File: config.mk
export PLATFORM = sky130hd
export DESIGN_NAME = sd_wrrdemux2_flat
export DESIGN_NICKNAME = d
export VERILOG_FILES = /design/src/rtl/sdlib_pkg.sv /design/src/rtl/sd_wrrdemux2_if.sv /design/src/rtl/sd_wrrdemux2_oreg.sv /design/src/rtl/sd_wrrdemux2.sv /design/src/flat_wrapper.sv
export SDC_FILE = /design/constraint.sdc
export NUM_CORES = 1
export LEC_CHECK = 0
export CAP_MARGIN = 0
export CORE_UTILIZATION = 45
export CTS_CLUSTER_SIZE = 14
export DETAILED_ROUTE_END_ITERATION = 8
export PLACE_DENSITY = 0.84
export SYNTH_ARGS = -nofsm -noshare
export SYNTH_HDL_FRONTEND = slang
export SYNTH_HIERARCHICAL = 1
export SYNTH_SLANG_ARGS = --single-unit
File: constraint.sdc
create_clock -name clk -period 4.8 [get_ports clk]
set_input_delay 0.48 -clock clk [delete_from_list [all_inputs] [get_ports clk]]
set_output_delay 0.48 -clock clk [all_outputs]
set_load 0.005 [all_outputs]
File: src/rtl/sdlib_pkg.sv
`default_nettype none
// ============================================================================
// Package     : sdlib_pkg
// Description : Shared helpers for the srdy/drdy library. Only a weight
//               constant helper lives here; there are no typedefs, so blocks
//               using it stay free to pick any width/weight_sz.
// Revision    : 1.0  initial release
// ============================================================================
package sdlib_pkg;

  // Largest weight a weight_sz-bit field can hold.
  function automatic int SD_WRR_WMAX(input int wsz);
    return (1 << wsz) - 1;
  endfunction

endpackage
`default_nettype wire

File: src/rtl/sd_wrrdemux2_if.sv
`default_nettype none
// ============================================================================
// Interface   : sd_wrrdemux2_if
// Description : Bundles the consumer-side (c_*) input stream and the two
//               producer-side (p_*) output streams of sd_wrrdemux2.
//   c_srdy/c_drdy/c_data : input stream handshake and payload
//   c_weight             : {w1, w0} per-output weights
//   c_grant              : one-hot destination of this cycle's transfer
//   p_srdy/p_drdy/p_data : two output streams, payload i at [i*width +: width]
//   modport master : the environment (drives the input side, consumes outputs)
//   modport slave  : the distributor itself
// Revision    : 1.0  initial release
// ============================================================================
interface sd_wrrdemux2_if #(
  parameter int width     = 8,
  parameter int weight_sz = 2
);
  logic                   c_srdy;
  logic                   c_drdy;
  logic [width-1:0]       c_data;
  logic [2*weight_sz-1:0] c_weight;
  logic [1:0]             c_grant;
  logic [1:0]             p_srdy;
  logic [1:0]             p_drdy;
  logic [2*width-1:0]     p_data;

  modport master (
    output c_srdy, c_data, c_weight, p_drdy,
    input  c_drdy, c_grant, p_srdy, p_data
  );

  modport slave (
    input  c_srdy, c_data, c_weight, p_drdy,
    output c_drdy, c_grant, p_srdy, p_data
  );
endinterface
`default_nettype wire

File: src/rtl/sd_wrrdemux2_oreg.sv
`default_nettype none
// ============================================================================
// Module      : sd_wrrdemux2_oreg
// Description : 1-entry srdy/drdy output register. A load overrides a drain
//               in the same cycle, so the slot sustains one beat per cycle.
//   clk, reset : clock, asynchronous active-high reset
//   load       : write load_data into the slot this cycle
//   load_data  : payload to store
//   drdy       : downstream ready
//   srdy       : slot holds a valid beat
//   data       : stored payload (held until drained)
// Revision    : 1.0  initial release
// ============================================================================
module sd_wrrdemux2_oreg #(
  parameter int width = 8
) (
  input  logic             clk,
  input  logic             reset,
  input  logic             load,
  input  logic [width-1:0] load_data,
  input  logic             drdy,
  output logic             srdy,
  output logic [width-1:0] data
);

  logic             r_ov;
  logic [width-1:0] r_od;

  always_ff @(posedge clk or posedge reset) begin
    if (reset) begin
      r_ov <= 1'b0;
      r_od <= '0;
    end else if (load) begin
      r_ov <= 1'b1;
      r_od <= load_data;
    end else if (r_ov && drdy) begin
      r_ov <= 1'b0;
    end
  end

  assign srdy = r_ov;
  assign data = r_od;

endmodule
`default_nettype wire

File: src/rtl/sd_wrrdemux2.sv
`default_nettype none
// ============================================================================
// Module      : sd_wrrdemux2
// Description : 2-output weighted-round-robin distributor. Sends w0 beats to
//               output 0, then w1 beats to output 1, and repeats. Each output
//               has a 1-entry register, so latency is one cycle.
//   clk, reset : clock, asynchronous active-high reset
//   bus        : sd_wrrdemux2_if.slave (c_* input stream, c_weight, c_grant,
//                p_* output streams)
// Config      : define SD_WRRDEMUX2_SKIP_EN for work-conserving operation:
//               a beat that cannot go to the current target goes to the other
//               output instead, without consuming either turn.
// Revision    : 1.0  initial release
// ============================================================================
module sd_wrrdemux2
  import sdlib_pkg::*;
#(
  parameter int width     = 8,
  parameter int weight_sz = 2
) (
  input  logic          clk,
  input  logic          reset,
  sd_wrrdemux2_if.slave bus
);

  localparam logic [weight_sz-1:0] c_wmax = weight_sz'(SD_WRR_WMAX(weight_sz));

  logic                 r_sel;
  logic [weight_sz-1:0] r_cnt;

  logic [weight_sz-1:0] w_w0, w_w1, w_ws, w_wo;
  logic [1:0]           w_ov, w_ok, w_load;
  logic [2*width-1:0]   w_od;
  logic                 w_skip, w_dest, w_xfer, w_turn_xfer, w_turn_end;
  logic [weight_sz:0]   w_cnt_inc;

  assign w_w0 = bus.c_weight[0 +: weight_sz];
  assign w_w1 = bus.c_weight[weight_sz +: weight_sz];
  assign w_ws = r_sel ? w_w1 : w_w0;
  assign w_wo = r_sel ? w_w0 : w_w1;

  // A slot can accept when empty or draining this cycle.
  assign w_ok = ~w_ov | bus.p_drdy;

`ifdef SD_WRRDEMUX2_SKIP_EN
  // Divert to the other output when the target is full; ws==0 keeps the
  // ordinary one-bubble handover instead.
  assign w_skip = ~w_ok[r_sel] & (w_wo != '0) & w_ok[~r_sel];
`else
  assign w_skip = 1'b0;
`endif

  assign bus.c_drdy  = (w_ws != '0) & (w_ok[r_sel] | w_skip);
  assign w_dest      = w_skip ? ~r_sel : r_sel;
  assign w_xfer      = bus.c_srdy & bus.c_drdy;
  assign w_load      = w_xfer ? (2'b01 << w_dest) : 2'b00;
  assign bus.c_grant = w_load;

  // Only beats delivered to the current target count toward its turn.
  assign w_turn_xfer = w_xfer & ~w_skip;
  // Widened compare so cnt+1 never wraps; a weight lowered below cnt ends
  // the turn on the next transfer.
  assign w_cnt_inc   = {1'b0, r_cnt} + 1'b1;
  assign w_turn_end  = (w_cnt_inc >= {1'b0, w_ws});

  always_ff @(posedge clk or posedge reset) begin
    if (reset) begin
      r_sel <= 1'b0;
      r_cnt <= '0;
    end else if (w_turn_xfer) begin
      if (w_turn_end) begin
        r_sel <= ~r_sel;
        r_cnt <= '0;
      end else begin
        r_cnt <= (r_cnt == c_wmax) ? r_cnt : r_cnt + 1'b1;
      end
    end else if ((w_ws == '0) && (w_wo != '0)) begin
      // Zero-weight target: hand the turn over, costing one bubble.
      r_sel <= ~r_sel;
      r_cnt <= '0;
    end
  end

  for (genvar i = 0; i < 2; i++) begin : g_oreg
    sd_wrrdemux2_oreg #(.width(width)) u_oreg (
      .clk       (clk),
      .reset     (reset),
      .load      (w_load[i]),
      .load_data (bus.c_data),
      .drdy      (bus.p_drdy[i]),
      .srdy      (w_ov[i]),
      .data      (w_od[i*width +: width])
    );
  end

  assign bus.p_srdy = w_ov;
  assign bus.p_data = w_od;

endmodule
`default_nettype wire
File: src/flat_wrapper.sv
// flat-port wrapper written by rule: the top's interface ports become plain ports
module sd_wrrdemux2_flat import sdlib_pkg::*;
#(
  parameter int width     = 8,
  parameter int weight_sz = 2
)
  (clk, reset, bus_c_srdy, bus_c_data, bus_c_weight, bus_p_drdy, bus_c_drdy, bus_c_grant, bus_p_srdy, bus_p_data);
  sd_wrrdemux2_if #(.width(width), .weight_sz(weight_sz)) bus_i ();
  input  logic clk;
  input  logic reset;
  input wire logic [$bits(bus_i.c_srdy)-1:0] bus_c_srdy;
  input wire logic [$bits(bus_i.c_data)-1:0] bus_c_data;
  input wire logic [$bits(bus_i.c_weight)-1:0] bus_c_weight;
  input wire logic [$bits(bus_i.p_drdy)-1:0] bus_p_drdy;
  output wire logic [$bits(bus_i.c_drdy)-1:0] bus_c_drdy;
  output wire logic [$bits(bus_i.c_grant)-1:0] bus_c_grant;
  output wire logic [$bits(bus_i.p_srdy)-1:0] bus_p_srdy;
  output wire logic [$bits(bus_i.p_data)-1:0] bus_p_data;
  assign bus_i.c_srdy = bus_c_srdy;
  assign bus_i.c_data = bus_c_data;
  assign bus_i.c_weight = bus_c_weight;
  assign bus_i.p_drdy = bus_p_drdy;
  assign bus_c_drdy = bus_i.c_drdy;
  assign bus_c_grant = bus_i.c_grant;
  assign bus_p_srdy = bus_i.p_srdy;
  assign bus_p_data = bus_i.p_data;
  sd_wrrdemux2 #(.width(width), .weight_sz(weight_sz)) u_core (.clk(clk), .reset(reset), .bus(bus_i));
endmodule
==> impl_metrics.toml, run 1 <==
[grt]
grt_usage_pct = 18.5
grt_pass1_wl_um = 3490
met1_usage_pct = 22.9
use_met3_pct = 3.57
grt_pass1_vias = 739
antenna_found_initial = 0
busiest_layer = "met2"
overflow = 0
grt_max_degree = 12
grtUsageMet2_pct = 31.6

[finish]
areaGrowthSynthToFinish_pct = 36.3
layout-drive-gt1-share_pct = 21.7
layout.cells.non_filler = 148
fillers = 181
diodes = 0
nNetsFinal = 141
multiInputGateArea_um2 = 500
register_area_um2 = 526

[synthesis]
yosysMostFrequentCell = "dfrtp_1"
synthTopCellsByCount = "dfrtp_1, mux2_4, inv_1"
ys_seq_elements = 21
synth.area.top_cells = "dfrtp_1, mux2_4, inv_1"
ys_seq_area_share_pct = 47.9
ys.flop_type = "dfrtp_1"
synthSimpleGateAreaFrac_pct = 6.96
synth_nets = 102
synth_edf_count = 0
post_synth_num_cell_types = 26
syn_area_mm2 = 0.00110
synth_top_family_by_area = "multiplexers"
synth_compound_area_share_pct = 9.81
netlist.area_leader.share_pct = 47.9
synth_top_area_cell = "dfrtp_1"
async_reset_ff_share_pct = 100
synth-warning-count = 6
synth_fa_ha_area_share_pct = 4.10
synthCells = 82
synthMuxAreaShare_pct = 24.7
synth_area_per_cell_um2 = 13.4
synth-xor-area-share_pct = 0

[place]
routabilityCongestion = 0.775
port_buffers = 37
placedCellCount = 144
dp_hpwl_um = 1740

[cts]
numCtsBuffers = 3
clock_path_buffers = 2
cts_resized = 0
clock-sinks = 21
cts_hold_buf = 0
path_clk_slew_ns = 0.11
cts_root_buf = "clkbuf_4"
cts_setup_buffers = 0
insertion_delay_ns = 0.30
htree_levels = 1
cts_tree = "done"

[run]
max_cap_violations = 0

[floorplan]
dieArea_mm2 = 0.00264
die_width_um = 51.4
die_h_um = 51.4
core_mm2 = 0.00225
rows = 17
initial_core_util_pct = 48.7
io_pins = 38

[outcome]
status = "finished clean"

[power]
power_leakage_nw = 0.695
powerDensity_mw_per_mm2 = 577
ir_drop_mv = 0.377

[sta]
rsz0062_at_grt = "no"
setup_viol = 0
period_share_pct = 64.2
min_period_ns = 3.08
max_slew.worst_pin.slew_ns = 0.550
fin_tns_setup_ns = 0
finalHoldViolCount = 0
fmax_mhz = 325
slew_headroom_pct = 63.3
fin_worst_skew_ns = 0.00273
drv_slew = 0

[route]
vias = 742
drtAntennaViolNets = 0
drtIter0Drc = 5
wl_per_cell_um = 14.8
routed_wl_um = 2200
firstDrtPassIters = 2
drc = 0
viasPerCell = 5.01

[hold_path]
hp-class = "in2async"

[critical_path]
startpoint_type = "input pin"
path_max_fanout = 10
setup.worst_path.class = "in2out"
r2r_cells = 6
worst_ep_arrival_time_ns = 2.60
critPathRequiredTime_ns = 4.32
crit_path_end_kind = "primary output"
[critical path: stages]
cell and delay [ns]:
clkdlybuf4s50_1 0.49, nor2_1 0.08, or4b_4 0.55, inv_1 0.41, clkdlybuf4s50_1 0.60
[power breakdown]
group          switching (mW)  total [mW]  internal [mW]
Clock                  0.0502      0.0826         0.0324
Sequential             0.0608       0.322          0.262
Combinational           0.143       0.458          0.315
Total                   0.254       0.863          0.609
[layout by cell type (no fill, tap or decap)]
cell	netlist	routed
a31oi_1	1	1
or4b_4	1	1
clkbuf_4	0	3
inv_1	10	10
mux2i_1	2	2
a31o_2	1	1
o31ai_1	1	1
fa_1	1	1
or3_1	1	1
or3_2	1	1
nor2b_1	2	2
mux2_4	16	16
a21oi_1	2	2
nand2_1	3	3
o211a_1	1	1
nand2b_1	1	1
dfrtp_1	21	21
mux2_2	1	1
nor3b_1	1	1
o2bb2ai_1	2	2
nor2_1	3	3
clkdlybuf4s50_1	0	37
o21ai_0	1	1
a21o_2	2	2
o21ba_1	1	1
a221oi_2	1	1
ha_1	2	2
clkbuf_1	0	1
[per-layer routing]
metal  part of all wire [%]  vias up
li1                       -      358
met2                     50       18
met1                     45      362
met4                    1.6        0
met3                    3.0        4
met5                      0        -
[path summary, 6_finish.rpt]
kind,from,end,slack (ns)
setup / recovery,bus_c_weight[1],bus_c_grant[0],1.72
hold / removal,reset,u_core/r_cnt[1],0.39
setup reg to reg,u_core/r_sel,u_core/r_cnt[1],2.79
hold reg to reg,u_core/g_oreg[1].u_oreg/data[0],u_core/g_oreg[1].u_oreg/data[0],0.52
max in group asynchronous,reset,u_core/g_oreg[0].u_oreg/data[2],4.06
min in group clk,u_core/g_oreg[1].u_oreg/data[0],u_core/g_oreg[1].u_oreg/data[0],0.52
[logic make-up (layout without fill, tap and decap cells)]
group,count (synthesis),count (layout)
AOI/OAI and AO/OA,13,13
adders and majority gates,3,3
buffers and inverters,13,51
and+or+nand+nor,13,13
DFF,21,21
muxes,19,19
[state kept, by name (all words and copies together) (netlist names)]
name / flops
u_core/r_sel: 1
u_core/g_oreg.u_oreg/srdy: 2
u_core/g_oreg.u_oreg/data: 16
u_core/r_cnt: 2
[metrics by stage]
stage | hold WS (ns) | instance area [µm²] | power, mW | util (%) | setup WS [ns]
6_report | 0.388 | 1500 | 0.863 | 66.3 | 1.72
5_1_grt | 0.383 | 1500 | 0.920 | 66.3 | 1.65
4_1_cts | 0.387 | 1500 | 0.872 | 66.3 | 1.70
3_5_place_dp | 0.494 | 1470 | 0.786 | 65.1 | 1.70
3_3_place_gp | 0.489 | 1470 | 0.769 | 65.1 | 1.76
2_1_floorplan | 0.234 | 1100 | 0.575 | - | 3.01
[cell type report]
| class | count | area share (%) |
|---|---|---|
| flip-flops and latches | 21 | 35.1 |
| clock buffers | 4 | 1.76 |
| well taps | 28 | 2.34 |
| inverters | 10 | 2.51 |
| repair buffers | 37 | 24.8 |
| multi-input cells | 48 | 33.5 |
Note: power is estimated with default switching activity, not from simulation.
==> run 2: changes to the inputs <==
--- a/config.mk
+++ b/config.mk
@@ -6,10 +6,10 @@
 export NUM_CORES = 1
 export LEC_CHECK = 0
 export CAP_MARGIN = 0
-export CORE_UTILIZATION = 45
+export CORE_UTILIZATION = 40
 export CTS_CLUSTER_SIZE = 14
 export DETAILED_ROUTE_END_ITERATION = 8
-export PLACE_DENSITY = 0.84
+export PLACE_DENSITY = 0.79
 export SYNTH_ARGS = -nofsm -noshare
 export SYNTH_HDL_FRONTEND = slang
 export SYNTH_HIERARCHICAL = 1
==> constraint.sdc (replaced) <==
create_clock -name clk -period 2.45 [get_ports clk]
set_input_delay 0.245 -clock clk [delete_from_list [all_inputs] [get_ports clk]]
set_output_delay 0.245 -clock clk [all_outputs]
set_load 0.005 [all_outputs]
==> impl_metrics.toml, run 2 (synthesis results as in run 1) <==
[route]
viasPerCell = 4.92
drtAntennaViolNets = 0
drc = 0
routed_wl_um = 2210
firstDrtPassIters = 4
vias = 748
wl_per_cell_um = 14.5
drtIter0Drc = 2

[critical_path]
setup.worst_path.class = "reg2out"
startpoint_type = "register"
crit_path_end_kind = "primary output"
critPathRequiredTime_ns = 2.20
worst_ep_arrival_time_ns = 1.97
path_max_fanout = 9

[cts]
path_clk_slew_ns = 0.11
clock_path_buffers = 2
numCtsBuffers = 3
htree_levels = 1
cts_root_buf = "clkbuf_4"
insertion_delay_ns = 0.30
cts_resized = 0
cts_setup_buffers = 0
clock-sinks = 21
cts_hold_buf = 0
cts_tree = "done"

[grt]
overflow = 0
grt_pass1_vias = 785
antenna_found_initial = 0
grt_usage_pct = 16.1
grt_max_degree = 12
grt_pass1_wl_um = 3380

[finish]
fillers = 211
nNetsFinal = 143
final_cell_mix = "clkdlybuf4s50_1, dfrtp_1, mux2_4"
largest_register_ffs = 16
diodes = 0
multiInputGateArea_um2 = 500
layout-drive-gt1-share_pct = 23.0
register_area_um2 = 526
layout_commonest_cell = "clkdlybuf4s50_1"
layout.cells.non_filler = 152
areaGrowthSynthToFinish_pct = 37.9

[hold_path]
hp-class = "in2async"

[floorplan]
core_mm2 = 0.00254
initial_core_util_pct = 43.1
die_width_um = 54.4
die_h_um = 54.4
io_pins = 38
rows = 18
dieArea_mm2 = 0.00296

[sta]
rsz0062_at_grt = "no"
finalHoldViolCount = 0
fmax_mhz = 452
fin_worst_skew_ns = 0.00358
slew_headroom_pct = 68.5
max_slew.worst_pin.slew_ns = 0.460
min_period_ns = 2.21
setup_viol = 0
fin_tns_setup_ns = 0
drv_slew = 0
period_share_pct = 90.3

[power]
powerDensity_mw_per_mm2 = 1120
power_leakage_nw = 0.705
ir_drop_mv = 0.884

[place]
routabilityCongestion = 0.815
placedCellCount = 148
dp_hpwl_um = 1770
port_buffers = 37

[run]
max_cap_violations = 0

[outcome]
status = "finished clean"
## run 2: layout make-up
cell class	instances	share of cell area, %
timing repair buffer	39	25.5
tap	30	2.48
inverter	10	2.48
sequential	21	34.7
clock buffer	4	1.74
multi-input combinational	48	33.1
## run 2: power breakdown
group | switching (mW) | total [mW] | leakage [nW] | internal (mW)
clock network | 0.0991 | 0.163 | 0.0150 | 0.0634
registers | 0.122 | 0.634 | 0.252 | 0.513
logic | 0.277 | 0.902 | 0.438 | 0.625
total | 0.497 | 1.70 | 0.705 | 1.20
## run 2: through the flow
stage	hold WS, ns	area, µm²	setup WS (ns)	power [mW]	utilization (%)
floorplan	-0.00136	1100	0.660	1.13	-
CTS	0.169	1510	0.222	1.72	59.4
global route	0.183	1510	0.149	1.81	59.4
detailed placement	0.494	1490	0.278	1.55	58.4
global placement	0.489	1490	0.290	1.51	58.4
finish	0.172	1510	0.238	1.70	59.4
## run 2: critical path, cell delays in order, from the launching register on
cell             delay (ns)
dfrtp_1                0.48
or4b_4                 0.61
inv_1                  0.09
clkdlybuf4s50_1        0.49
## run 2: per-layer routing
layer / vias to the layer above / part of all wire, % / GRT usage, %
met3: 0 / 4.6 / 4.44
li1: 363 / - / -
met4: 0 / 0 / 2.56
met2: 21 / 54 / 29.5
met1: 364 / 42 / 18.9
met5: - / 0 / 0
## run 2: worst paths after layout
kind | end | startpoint | slack, ns | cells after the start
setup / recovery | bus_c_grant[0] | u_core/r_sel | 0.24 | 3
min in group clk | u_core/g_oreg[1].u_oreg/srdy | u_core/g_oreg[1].u_oreg/srdy | 0.52 | 1
setup reg to reg | u_core/r_cnt[0] | u_core/r_sel | 0.48 | 6
hold / removal | u_core/r_cnt[0] | reset | 0.17 | 2
hold reg to reg | u_core/g_oreg[1].u_oreg/srdy | u_core/g_oreg[1].u_oreg/srdy | 0.52 | 1
max in group asynchronous | u_core/g_oreg[1].u_oreg/data[3] | reset | 1.91 | 2
==> run 3: changes to the inputs <==
--- a/config.mk
+++ b/config.mk
@@ -6,7 +6,9 @@
 export NUM_CORES = 1
 export LEC_CHECK = 0
 export CAP_MARGIN = 0
-export CORE_UTILIZATION = 40
+export CELL_PAD_IN_SITES_DETAIL_PLACEMENT = 0
+export CELL_PAD_IN_SITES_GLOBAL_PLACEMENT = 2
+export CORE_UTILIZATION = 26
 export CTS_CLUSTER_SIZE = 14
 export DETAILED_ROUTE_END_ITERATION = 8
 export PLACE_DENSITY = 0.79
==> impl_metrics.toml, run 3 (synthesis results as in run 1) <==
[outcome]
status = "finished clean"

[finish]
final_cell_mix = "clkdlybuf4s50_1, dfrtp_1, mux2_4"
largest_register_ffs = 16
areaGrowthSynthToFinish_pct = 42.0
post-route-util_pct = 38.7
layout-drive-gt1-share_pct = 23.8
nNetsFinal = 143
finish.instance_area_mm2 = 0.00156
diodes = 0
layout_commonest_cell = "clkdlybuf4s50_1"

[critical_path]
startpoint_type = "input pin"
worst_ep_arrival_time_ns = 1.97
crit_path_end_kind = "primary output"
path_max_fanout = 4
critPathRequiredTime_ns = 2.20
setup.worst_path.class = "in2out"

[sta]
setup_viol = 0
fin_ws_ns = 0.234
max_slew.worst_pin.slew_ns = 0.410
finalHoldViolCount = 0
slew_headroom_pct = 71.9
rsz0062_at_grt = "no"
drv_slew = 0
fin_tns_setup_ns = 0
min_period_ns = 2.22
fmax_mhz = 451
fin_worst_skew_ns = 0.00324
period_share_pct = 90.5

[cts]
cts_tree = "done"
numCtsBuffers = 3
insertion_delay_ns = 0.25
clock-sinks = 21
cts_resized = 0
htree_levels = 1
cts_hold_buf = 0
cts_setup_buffers = 0
clock_path_buffers = 2
path_clk_slew_ns = 0.07
cts_root_buf = "clkbuf_8"

[floorplan]
die_h_um = 67.0
io_pins = 38
dieArea_mm2 = 0.00448
rows = 23
die_width_um = 67.0
core_mm2 = 0.00403
initial_core_util_pct = 27.2

[grt]
grt_max_degree = 13
grt_usage_pct = 11.4
overflow = 0
grt_pass1_vias = 811
grt_pass1_wl_um = 3830
antenna_found_initial = 0

[place]
port_buffers = 37
routabilityCongestion = 0.678
dp_slack_ns = 0.244
dp_hpwl_um = 1740
place_area_mm2 = 0.00151

[route]
firstDrtPassIters = 2
vias = 756
viasPerCell = 4.40
wl_per_cell_um = 13.6
drtIter0Drc = 18
routed_wl_um = 2330
drc = 0
drtAntennaViolNets = 0

[power]
powerDensity_mw_per_mm2 = 1130
ir_drop_mv = 0.597
power_leakage_nw = 0.716

[hold_path]
hp-class = "in2async"

[run]
max_cap_violations = 0
## run 3: cell count changes in the layout (fill, tap and decap cells not counted), sizes merged
cell / before / now
clkinv: 0 / 1
clkbuf: 4 / 3
## run 3: power breakdown
part           switching [mW]  internal (mW)  leakage, nW
logic                   0.279          0.625        0.438
clock network           0.105          0.113       0.0255
registers               0.123          0.514        0.252
## run 3: final timing paths
check                                              from                            to  slack, ns  cells past startpoint
setup reg to reg                           u_core/r_sel               u_core/r_cnt[1]       0.47                      6
min in group clk           u_core/g_oreg[0].u_oreg/srdy  u_core/g_oreg[0].u_oreg/srdy       0.51                      1
hold reg to reg            u_core/g_oreg[0].u_oreg/srdy  u_core/g_oreg[0].u_oreg/srdy       0.51                      1
max in group asynchronous                         reset  u_core/g_oreg[0].u_oreg/srdy       1.83                      2
hold / removal                                    reset               u_core/r_cnt[1]       0.22                      2
setup / recovery                        bus_c_weight[0]                bus_c_grant[0]       0.23                      5
## run 3: worst max-delay path, stage by stage
cell	delay (ns)
clkdlybuf4s50_1	0.49
nor2_1	0.08
or4b_4	0.56
inv_1	0.10
clkdlybuf4s50_1	0.50
## run 3: layout make-up
class                   count  area [µm²]
repair buffers             39         385
clock buffers               3        41.3
multi-input cells          48         500
flip-flops and latches     21         526
clock inverters             1        5.00
inverters                  10        37.5
fillers                   382        2470
well taps                  50        62.6
## run 3: stage by stage
step | hold slack [ns] | cells | power, mW
2_1_floorplan | -0.00136 | 82 | 1.13
3_3_place_gp | 0.496 | 168 | 1.54
3_5_place_dp | 0.492 | 168 | 1.55
4_1_cts | 0.219 | 172 | 1.78
5_1_grt | 0.254 | 172 | 1.88
6_report | 0.219 | 172 | 1.76
## run 3: metal layers
metal | share of wire, % | track usage, %
met3 | 5.2 | 2.05
met4 | 1.0 | 3.19
met5 | 0 | 0
met2 | 46 | 18.6
met1 | 48 | 15.3
